[config.mk]
export PLATFORM = sky130hd
export DESIGN_NAME = alu_arbiter
export DESIGN_NICKNAME = d
export VERILOG_FILES = /design/src/rtl/alu_arbiter.sv
export SDC_FILE = /design/constraint.sdc
export NUM_CORES = 1
export LEC_CHECK = 0
export BUFFER_PORTS_ARGS = -buffer_cell sky130_fd_sc_hd__buf_2
export CAP_MARGIN = 10
export CORE_MARGIN = 4
export CORE_UTILIZATION = 45
export DETAILED_ROUTE_END_ITERATION = 8
export HOLD_SLACK_MARGIN = 0.12
export PLACE_DENSITY = 0.81
export SKIP_LAST_GASP = 1
export SYNTH_ARGS = -nofsm -noshare
export SYNTH_HDL_FRONTEND = slang
export SYNTH_SLANG_ARGS = --single-unit
[constraint.sdc]
create_clock -name clk -period 1.74 [get_ports clk]
set_input_delay 0.087 -clock clk [delete_from_list [all_inputs] [get_ports clk]]
set_output_delay 0.087 -clock clk [all_outputs]
set_load 0.01 [all_outputs]
[src/rtl/alu_arbiter.sv]
// Two-requester round-robin front end for a 4-bit ALU; one operation in flight,
// result held in RESP until the consumer takes it.
module alu_arbiter (
  input  logic       clk,
  input  logic       rst_n,
  input  logic       req0_valid,
  input  logic [3:0] req0_opa,
  input  logic [3:0] req0_opb,
  input  logic [2:0] req0_code,
  output logic       req0_ready,
  input  logic       req1_valid,
  input  logic [3:0] req1_opa,
  input  logic [3:0] req1_opb,
  input  logic [2:0] req1_code,
  output logic       req1_ready,
  output logic       rsp_valid,
  output logic       rsp_id,
  output logic [3:0] rsp_res,
  input  logic       rsp_ready,
  output logic [7:0] done_cnt
);

  typedef enum logic [1:0] {IDLE, EXEC, RESP} state_t;

  state_t     state_q, state_d;
  logic       last_q;
  logic       id_q;
  logic [3:0] opa_q, opb_q, res_q, alu_res;
  logic [2:0] code_q;
  logic [7:0] cnt_q;
  logic       gnt_id, hs;

  // Tie goes to whoever did not win last time; otherwise the lone requester.
  always_comb begin
    gnt_id     = req1_valid;
    if (req0_valid && req1_valid) gnt_id = ~last_q;
    req0_ready = (state_q == IDLE) && req0_valid && !gnt_id;
    req1_ready = (state_q == IDLE) && req1_valid &&  gnt_id;
    hs         = (req0_valid && req0_ready) || (req1_valid && req1_ready);
  end

  always_comb begin
    alu_res = 4'h0;
    case (code_q)
      3'b000: alu_res = opa_q + opb_q;
      3'b001: alu_res = opa_q - opb_q;
      3'b010: alu_res = ~opa_q;
      3'b011: alu_res = opa_q & opb_q;
      3'b100: alu_res = opa_q | opb_q;
      3'b101: alu_res = opa_q ^ opb_q;
      3'b110: alu_res = {3'b000, (opa_q < opb_q)};
      3'b111: alu_res = {3'b000, (opa_q == opb_q)};
      default: alu_res = 4'h0;
    endcase
  end

  always_comb begin
    state_d = state_q;
    case (state_q)
      IDLE:    if (hs) state_d = EXEC;
      EXEC:    state_d = RESP;
      RESP:    if (rsp_ready) state_d = IDLE;
      default: state_d = IDLE;
    endcase
  end

  always_ff @(posedge clk or negedge rst_n) begin
    if (!rst_n) begin
      state_q <= IDLE;
      last_q  <= 1'b1;
      id_q    <= 1'b0;
      opa_q   <= 4'h0;
      opb_q   <= 4'h0;
      code_q  <= 3'b000;
      res_q   <= 4'h0;
      cnt_q   <= 8'h00;
    end else begin
      state_q <= state_d;
      if (hs) begin
        opa_q  <= gnt_id ? req1_opa  : req0_opa;
        opb_q  <= gnt_id ? req1_opb  : req0_opb;
        code_q <= gnt_id ? req1_code : req0_code;
        id_q   <= gnt_id;
        last_q <= gnt_id;
      end
      if (state_q == EXEC) res_q <= alu_res;
      if (state_q == RESP && rsp_ready) cnt_q <= cnt_q + 8'd1;
    end
  end

  assign rsp_valid = (state_q == RESP);
  assign rsp_id    = id_q;
  assign rsp_res   = res_q;
  assign done_cnt  = cnt_q;

endmodule

==> results.ini, run 1 <==
[status]
status = finished clean

[clock_tree]
cts_buffers = 3
path_clk_slew_ns = 0.10
cts_tree = done
clk_latency_ns = 0.28
cts-root-buf = clkbuf_8
cts_sinks = 27
cts-htree-levels = 1
clockBufferDepth = 2

[detailed_routing]
avgRoutedWirePerCell_um = 12.9
drc_errors = 0
ant_nets = 0
drt-initial-drc-count = 69
dr.pass1.iters = 4
viasPerCell = 5.10
route.vias.total = 1530
wl_um = 3860

[hold_path]
holdCritPathClass = in -> reg
min_path_cells = 3
min_to = opb_q[2]
worstHoldStart = req0_opb[2]

[timing]
period_share_pct = 99.0
hold_viol_final = 0
finalSetupViolCount = 0
max_freq_mhz = 580
slew_violations = 0
relSlewSlack_pct = 61.2
rsz0062_at_grt = true
fin_worst_skew_ns = 0.00351
worst_pin_slew_ns = 0.582
period_needed_ns = 1.72

[setup_path]
required_ns = 1.92
path_delay_family = adder cells
worstRegToRegCells = 6
r2r-start = opb_q[0]
critical_path_class = reg -> reg
rrSetupSlack_ns = 0.02
cp_slowest_cell = fa_2
path_cells = ha_4 > fa_2 > a21oi_1 > a31oi_1 > o22ai_1 > a22o_1
cp_slowest_stage_delay_ns = 0.51
path_buf_inv = 0
rr_endpoint = rsp_res[1]
crit_arrival_ns = 1.90
start_kind = flop
end_kind = flop
crit_fanout = 2
path_depth = 6

[pwr]
max-vdd-ir-drop_uv = 899
power_density_nw_per_um2 = 1700
p_total_mw = 4.04
swShare_pct = 43.7
intPower_mw = 2.27
p_switching_mw = 1.76
power_frac_comb_pct = 60.3
seqPwrFrac_pct = 30.4
leakagePower_nw = 1.14
clkPwrFrac_pct = 9.3

[global_route]
grt_overflow = 0
grt_use_total_pct = 16.4
grt_max_degree = 28
grt_pass1_vias = 1518
grt_pass1_wl_um = 6570
antenna_found_initial = 0

[synthesis]
synth-edff-count = 0
synth-seq-cells = 27
synthFlopType = dfrtp_1
async_flop_share_pct = 100
postSynthAreaPerCell_um2 = 9.71
ys_types = 45
synth.area.top_cells = dfrtp_1 (38%), ha_1 (9.5%), mux2i_1 (6.4%)
yosysSeqAreaShare_pct = 39.4
synthDominantCellAreaShare_pct = 37.9
yosysTopAreaCell = dfrtp_1
netlist_area_um2 = 1720
synth-warning-count = 0
synth.net_count = 219
syn_inst = 177

[floorplanning]
die_h_um = 69.8
coreArea_um2 = 3690
die_area_um2 = 4870
num_rows = 22
ios = 43
initial_core_util_pct = 46.6
die_width_um = 69.8

[final_layout]
nNetsFinal = 295
final_cells = 300
n_antenna_cell = 0
layout-drive-gt1-share_pct = 30.6
fill_cells = 309
synthToLayoutAreaGrowth_pct = 38.3

[place]
dpl.hpwl_um = 2640
dp.cells = 272
port_buffers = 42
routabilityCongestion = 0.897

[run]
cap_violations = 0

registers in the layout, indices dropped and copies added (netlist names):
name	cells
done_cnt	8
opa_q	4
opb_q	4
rsp_res	4
code_q	3
state_q	2
last_q	1
rsp_id	1
layout make-up:
type | instances | area [µm²] | share of cell area (%)
clock buffer | 3 | 41.3 | 1.74
sequential | 27 | 677 | 28.5
inverter | 11 | 41.3 | 1.74
tap | 48 | 60.1 | 2.53
clock inverter | 1 | 7.51 | 0.316
multi-input combinational | 131 | 1010 | 42.3
timing repair buffer | 79 | 543 | 22.9
power groups by stage:
| stage | clock network, mW | logic [mW] | registers [mW] |
|---|---|---|---|
| 6_report | 0.374 | 2.44 | 1.23 |
| 5_1_grt | 0.406 | 2.69 | 1.27 |
| 4_1_cts | 0.384 | 2.26 | 1.21 |
| 3_5_place_dp | 0 | 2.17 | 1.23 |
| 3_3_place_gp | 0 | 2.11 | 1.21 |
| 2_1_floorplan | 0 | 1.50 | 1.21 |
per-stage QoR:
step	worst slack (ns)	area, µm²	util [%]	TNS [ns]	hold WS, ns
global route	-0.0702	2380	64.4	-0.0900	0.125
floorplan	0.0210	1720	-	0	-0.209
finish	0.0166	2380	64.4	0	0.125
global placement	0.0160	2040	55.4	0	0.126
CTS	-0.00125	2310	62.7	-0.00125	0.121
detailed placement	-0.0221	2040	55.4	-0.0221	0.123
cells in the mapped netlist, drive strengths merged (3+ instances only):
cell    instances
dfrtp          26
nor2           22
a21oi          17
ha             13
inv            11
mux2i          11
nand3           7
a31oi           6
buf             6
xnor2           6
nand2b          5
nand2           4
nor2b           3
xor2            3
layout by cell type (no fill, tap or decap), types with 6 or more instances in the layout:
cell and n:
inv_1 10, dfrtp_1 26, buf_2 42, buf_4 15, a31oi_1 6, ha_1 9
mux2i_1 11, a21oi_1 16, xnor2_1 6, nand3_1 7, nor2_1 21, dlygate4sd3_1 22
routing by layer:
metal,track usage [%],wire (µm),up-vias
li1,-,-,769
met1,20.1,1640,711
met2,28.8,1980,46
met3,2.03,190,4
met4,6.60,47,0
met5,0,0,-
worst register-to-register path, stage by stage (launching register included):
cell and delay [ns]:
dfrtp_1 0.43, ha_4 0.18, fa_2 0.51, a21oi_1 0.06, a31oi_1 0.16, o22ai_1 0.08, a22o_1 0.21
cells by family (layout without fill, tap and decap cells):
logic type	Yosys count	after routing	share of synthesized area, %
flops	27	27	39.4
buf+inv	19	94	5.10
mux	12	12	7.07
xor+xnor	9	9	4.59
fa+ha+maj	15	15	11.8
compound gates	42	42	16.4
simple gates	53	53	15.7
worst max-delay path by stage:
| stage | startpoint | endpoint | slack (ns) |
|---|---|---|---|
| detailed placement | opa_q[0] | rsp_res[2] | -0.02 |
| CTS | opa_q[0] | rsp_res[1] | -0.001 |
| finish | opb_q[0] | rsp_res[1] | 0.02 |
| floorplan | opa_q[0] | rsp_res[2] | 0.02 |
| global placement | opa_q[0] | rsp_res[2] | 0.02 |
| global route | opa_q[0] | rsp_res[1] | -0.07 |
repair_timing:
action                                  4_1_cts  5_1_grt
hold endpoints to repair                     37        0
buffers inserted                              0        2
endpoints found under the setup margin        1        5
resized for setup                             1       11
pin swaps                                     2        3
hold buffers                                 22        0
Note: power is estimated with default switching activity, not from simulation.
==> inputs of run 2 (changes only) <==
==> constraint.sdc (replaced) <==
create_clock -name clk -period 1.74 [get_ports clk]
set_input_delay 0.174 -clock clk [delete_from_list [all_inputs] [get_ports clk]]
set_output_delay 0.174 -clock clk [all_outputs]
set_load 0.01 [all_outputs]
==> results.ini, run 2 (synthesis gave the netlist of run 1 again) <==
[floorplanning]
die_h_um = 69.8  ; unchanged
ios = 43  ; unchanged
die_area_um2 = 4870  ; unchanged
num_rows = 22  ; unchanged
initial_core_util_pct = 46.6  ; unchanged
coreArea_um2 = 3690  ; unchanged
die_width_um = 69.8  ; unchanged

[setup_path]
critical_path_class = reg -> reg  ; unchanged
path_cells = buf_4 > ha_1 > o21bai_1 > a211o_1 > o2111a_1 > o31ai_2  ; was ha_4 > fa_2 > a21oi_1 > a31oi_1 > o22ai_1 > a22o_1
cp-startpoint = opa_q[2]  ; was opb_q[0]
crit_fanout = 4  ; was 2
cp_slowest_cell = dfrtp_1  ; was fa_2
start_kind = flop  ; unchanged
required_ns = 1.93  ; was 1.92 ns
crit_arrival_ns = 1.93  ; was 1.90 ns
end_kind = flop  ; unchanged
r2r-start = opa_q[2]  ; was opb_q[0]
cp_slowest_stage_delay_ns = 0.43  ; was 0.51 ns

[timing]
hold_viol_final = 0  ; unchanged
worst_pin_slew_ns = 0.588  ; was 0.582 ns
slew_violations = 0  ; unchanged
finalWorstSetupSlack_ns = 0.00259  ; was 0.0166 ns
max_freq_mhz = 576  ; was 580 MHz
fin_worst_skew_ns = 0.00427  ; was 0.00351 ns
rsz0062_at_grt = true  ; unchanged
finalSetupViolCount = 0  ; unchanged
period_needed_ns = 1.74  ; was 1.72 ns
relSlewSlack_pct = 60.8  ; was 61.2%
period_share_pct = 99.9  ; was 99.0%

[place]
dpl-instance-area_um2 = 2020  ; was 2040 µm²
dp.cells = 269  ; was 272
port_buffers = 42  ; unchanged
routabilityCongestion = 0.885  ; was 0.897
dpl.hpwl_um = 2610  ; was 2640 µm
pre_cts_ws_ns = -0.0424  ; was -0.0221 ns

[pwr]
max-vdd-ir-drop_uv = 953  ; was 899 µV
p_total_mw = 3.90  ; was 4.04 mW
power_density_nw_per_um2 = 1810  ; was 1700 nW/µm²
leakagePower_nw = 1.04  ; was 1.14 nW

[detailed_routing]
drt-initial-drc-count = 46  ; was 69
ant_nets = 0  ; unchanged
route.vias.total = 1440  ; was 1530
viasPerCell = 5.20  ; was 5.10
drc_errors = 0  ; unchanged
wl_um = 3590  ; was 3860 µm
dr.pass1.iters = 4  ; unchanged
avgRoutedWirePerCell_um = 12.9  ; about the same

[global_route]
antenna_found_initial = 0  ; unchanged
grt_max_degree = 28  ; unchanged
grt_overflow = 0  ; unchanged
grt_pass1_wl_um = 5910  ; was 6570 µm
grt_pass1_vias = 1304  ; was 1518
grt_use_total_pct = 14.5  ; was 16.4%

[final_layout]
n_antenna_cell = 0  ; unchanged
final_cells = 277  ; was 300
synthToLayoutAreaGrowth_pct = 25.3  ; was 38.3%
fill_cells = 345  ; was 309
layout_common_cells = buf_2 (42), dfrtp_1 (25), nor2_1 (22)  ; was buf_2 (42), dfrtp_1 (26), dlygate4sd3_1 (22)
layout_commonest_cell = buf_2  ; unchanged
nNetsFinal = 272  ; was 295
layout-drive-gt1-share_pct = 31.0  ; was 30.6%
largest_reg_flops = 8  ; unchanged
final_util_pct = 58.4  ; was 64.4%
final_area_um2 = 2150  ; was 2380 µm²

[hold_path]
holdCritPathClass = in -> reg  ; unchanged
worstHoldStart = req0_opa[1]  ; was req0_opb[2]

[clock_tree]
cts_sinks = 27  ; unchanged
cts_buffers = 3  ; unchanged
path_clk_slew_ns = 0.10  ; about the same
cts-htree-levels = 1  ; unchanged
clk_latency_ns = 0.27  ; was 0.28 ns
clockBufferDepth = 2  ; unchanged
cts-root-buf = clkbuf_8  ; unchanged
cts_tree = done  ; unchanged

[status]
status = finished clean  ; unchanged

[run]
cap_violations = 0  ; unchanged

run 2: critical path: cells and delay by family (launching register included):
| kind | cells | cell delay [ns] |
|---|---|---|
| AO/OA/AOI/OAI | 4 | 0.84 |
| flip-flops | 1 | 0.43 |
| buffers and inverters | 1 | 0.15 |
| adder cells (fa/ha/maj) | 1 | 0.22 |
run 2: cell type report:
type | count | area (µm²) | share of cell area, %
Timing Repair Buffer | 56 | 327 | 15.2
Sequential cell | 27 | 678 | 31.5
Clock buffer | 3 | 41.3 | 1.92
Tap cell | 48 | 60.1 | 2.79
Clock inverter | 1 | 7.51 | 0.349
Multi-Input combinational cell | 131 | 998 | 46.4
Inverter | 11 | 41.3 | 1.92
run 2: path summary, 6_finish.rpt:
kind	end	slack (ns)	depth (start not counted)
setup reg to reg	rsp_res[0]	0.003	6
min in group asynchronous	done_cnt[7]	0.43	2
hold / removal	opa_q[1]	0.19	3
max in group asynchronous	opb_q[1]	0.89	2
setup / recovery	rsp_res[0]	0.003	6
hold reg to reg	done_cnt[7]	0.48	1
run 2: metal layers:
metal  wire length, µm  vias up  GRT usage, %
met3               158        4          2.32
met2              1770       36          24.3
met5                 0        -             0
met1              1610      675          19.3
li1                  -      725             -
met4                42        0          4.26
run 2: what timing repair did:
action,CTS,global route
pin swaps,2,4
gates cloned,0,0
endpoints found under the hold margin,28,0
gates resized for setup,2,9
endpoints found under the setup margin,2,5
hold buffers,3,0
buffers inserted,0,1
run 2: stage by stage:
step / setup TNS, ns / hold WS (ns)
floorplan: 0 / -0.122
global placement: 0 / 0.214
detailed placement: -0.0424 / 0.214
CTS: 0 / 0.196
global route: -0.184 / 0.205
finish: 0 / 0.192
run 2: power by group:
group / total (mW) / switching (mW) / internal [mW] / leakage (nW)
Clock: 0.369 / 0.206 / 0.163 / 0.0217
Sequential: 1.24 / 0.335 / 0.907 / 0.322
Combinational: 2.29 / 1.18 / 1.11 / 0.700
Total: 3.90 / 1.72 / 2.18 / 1.04
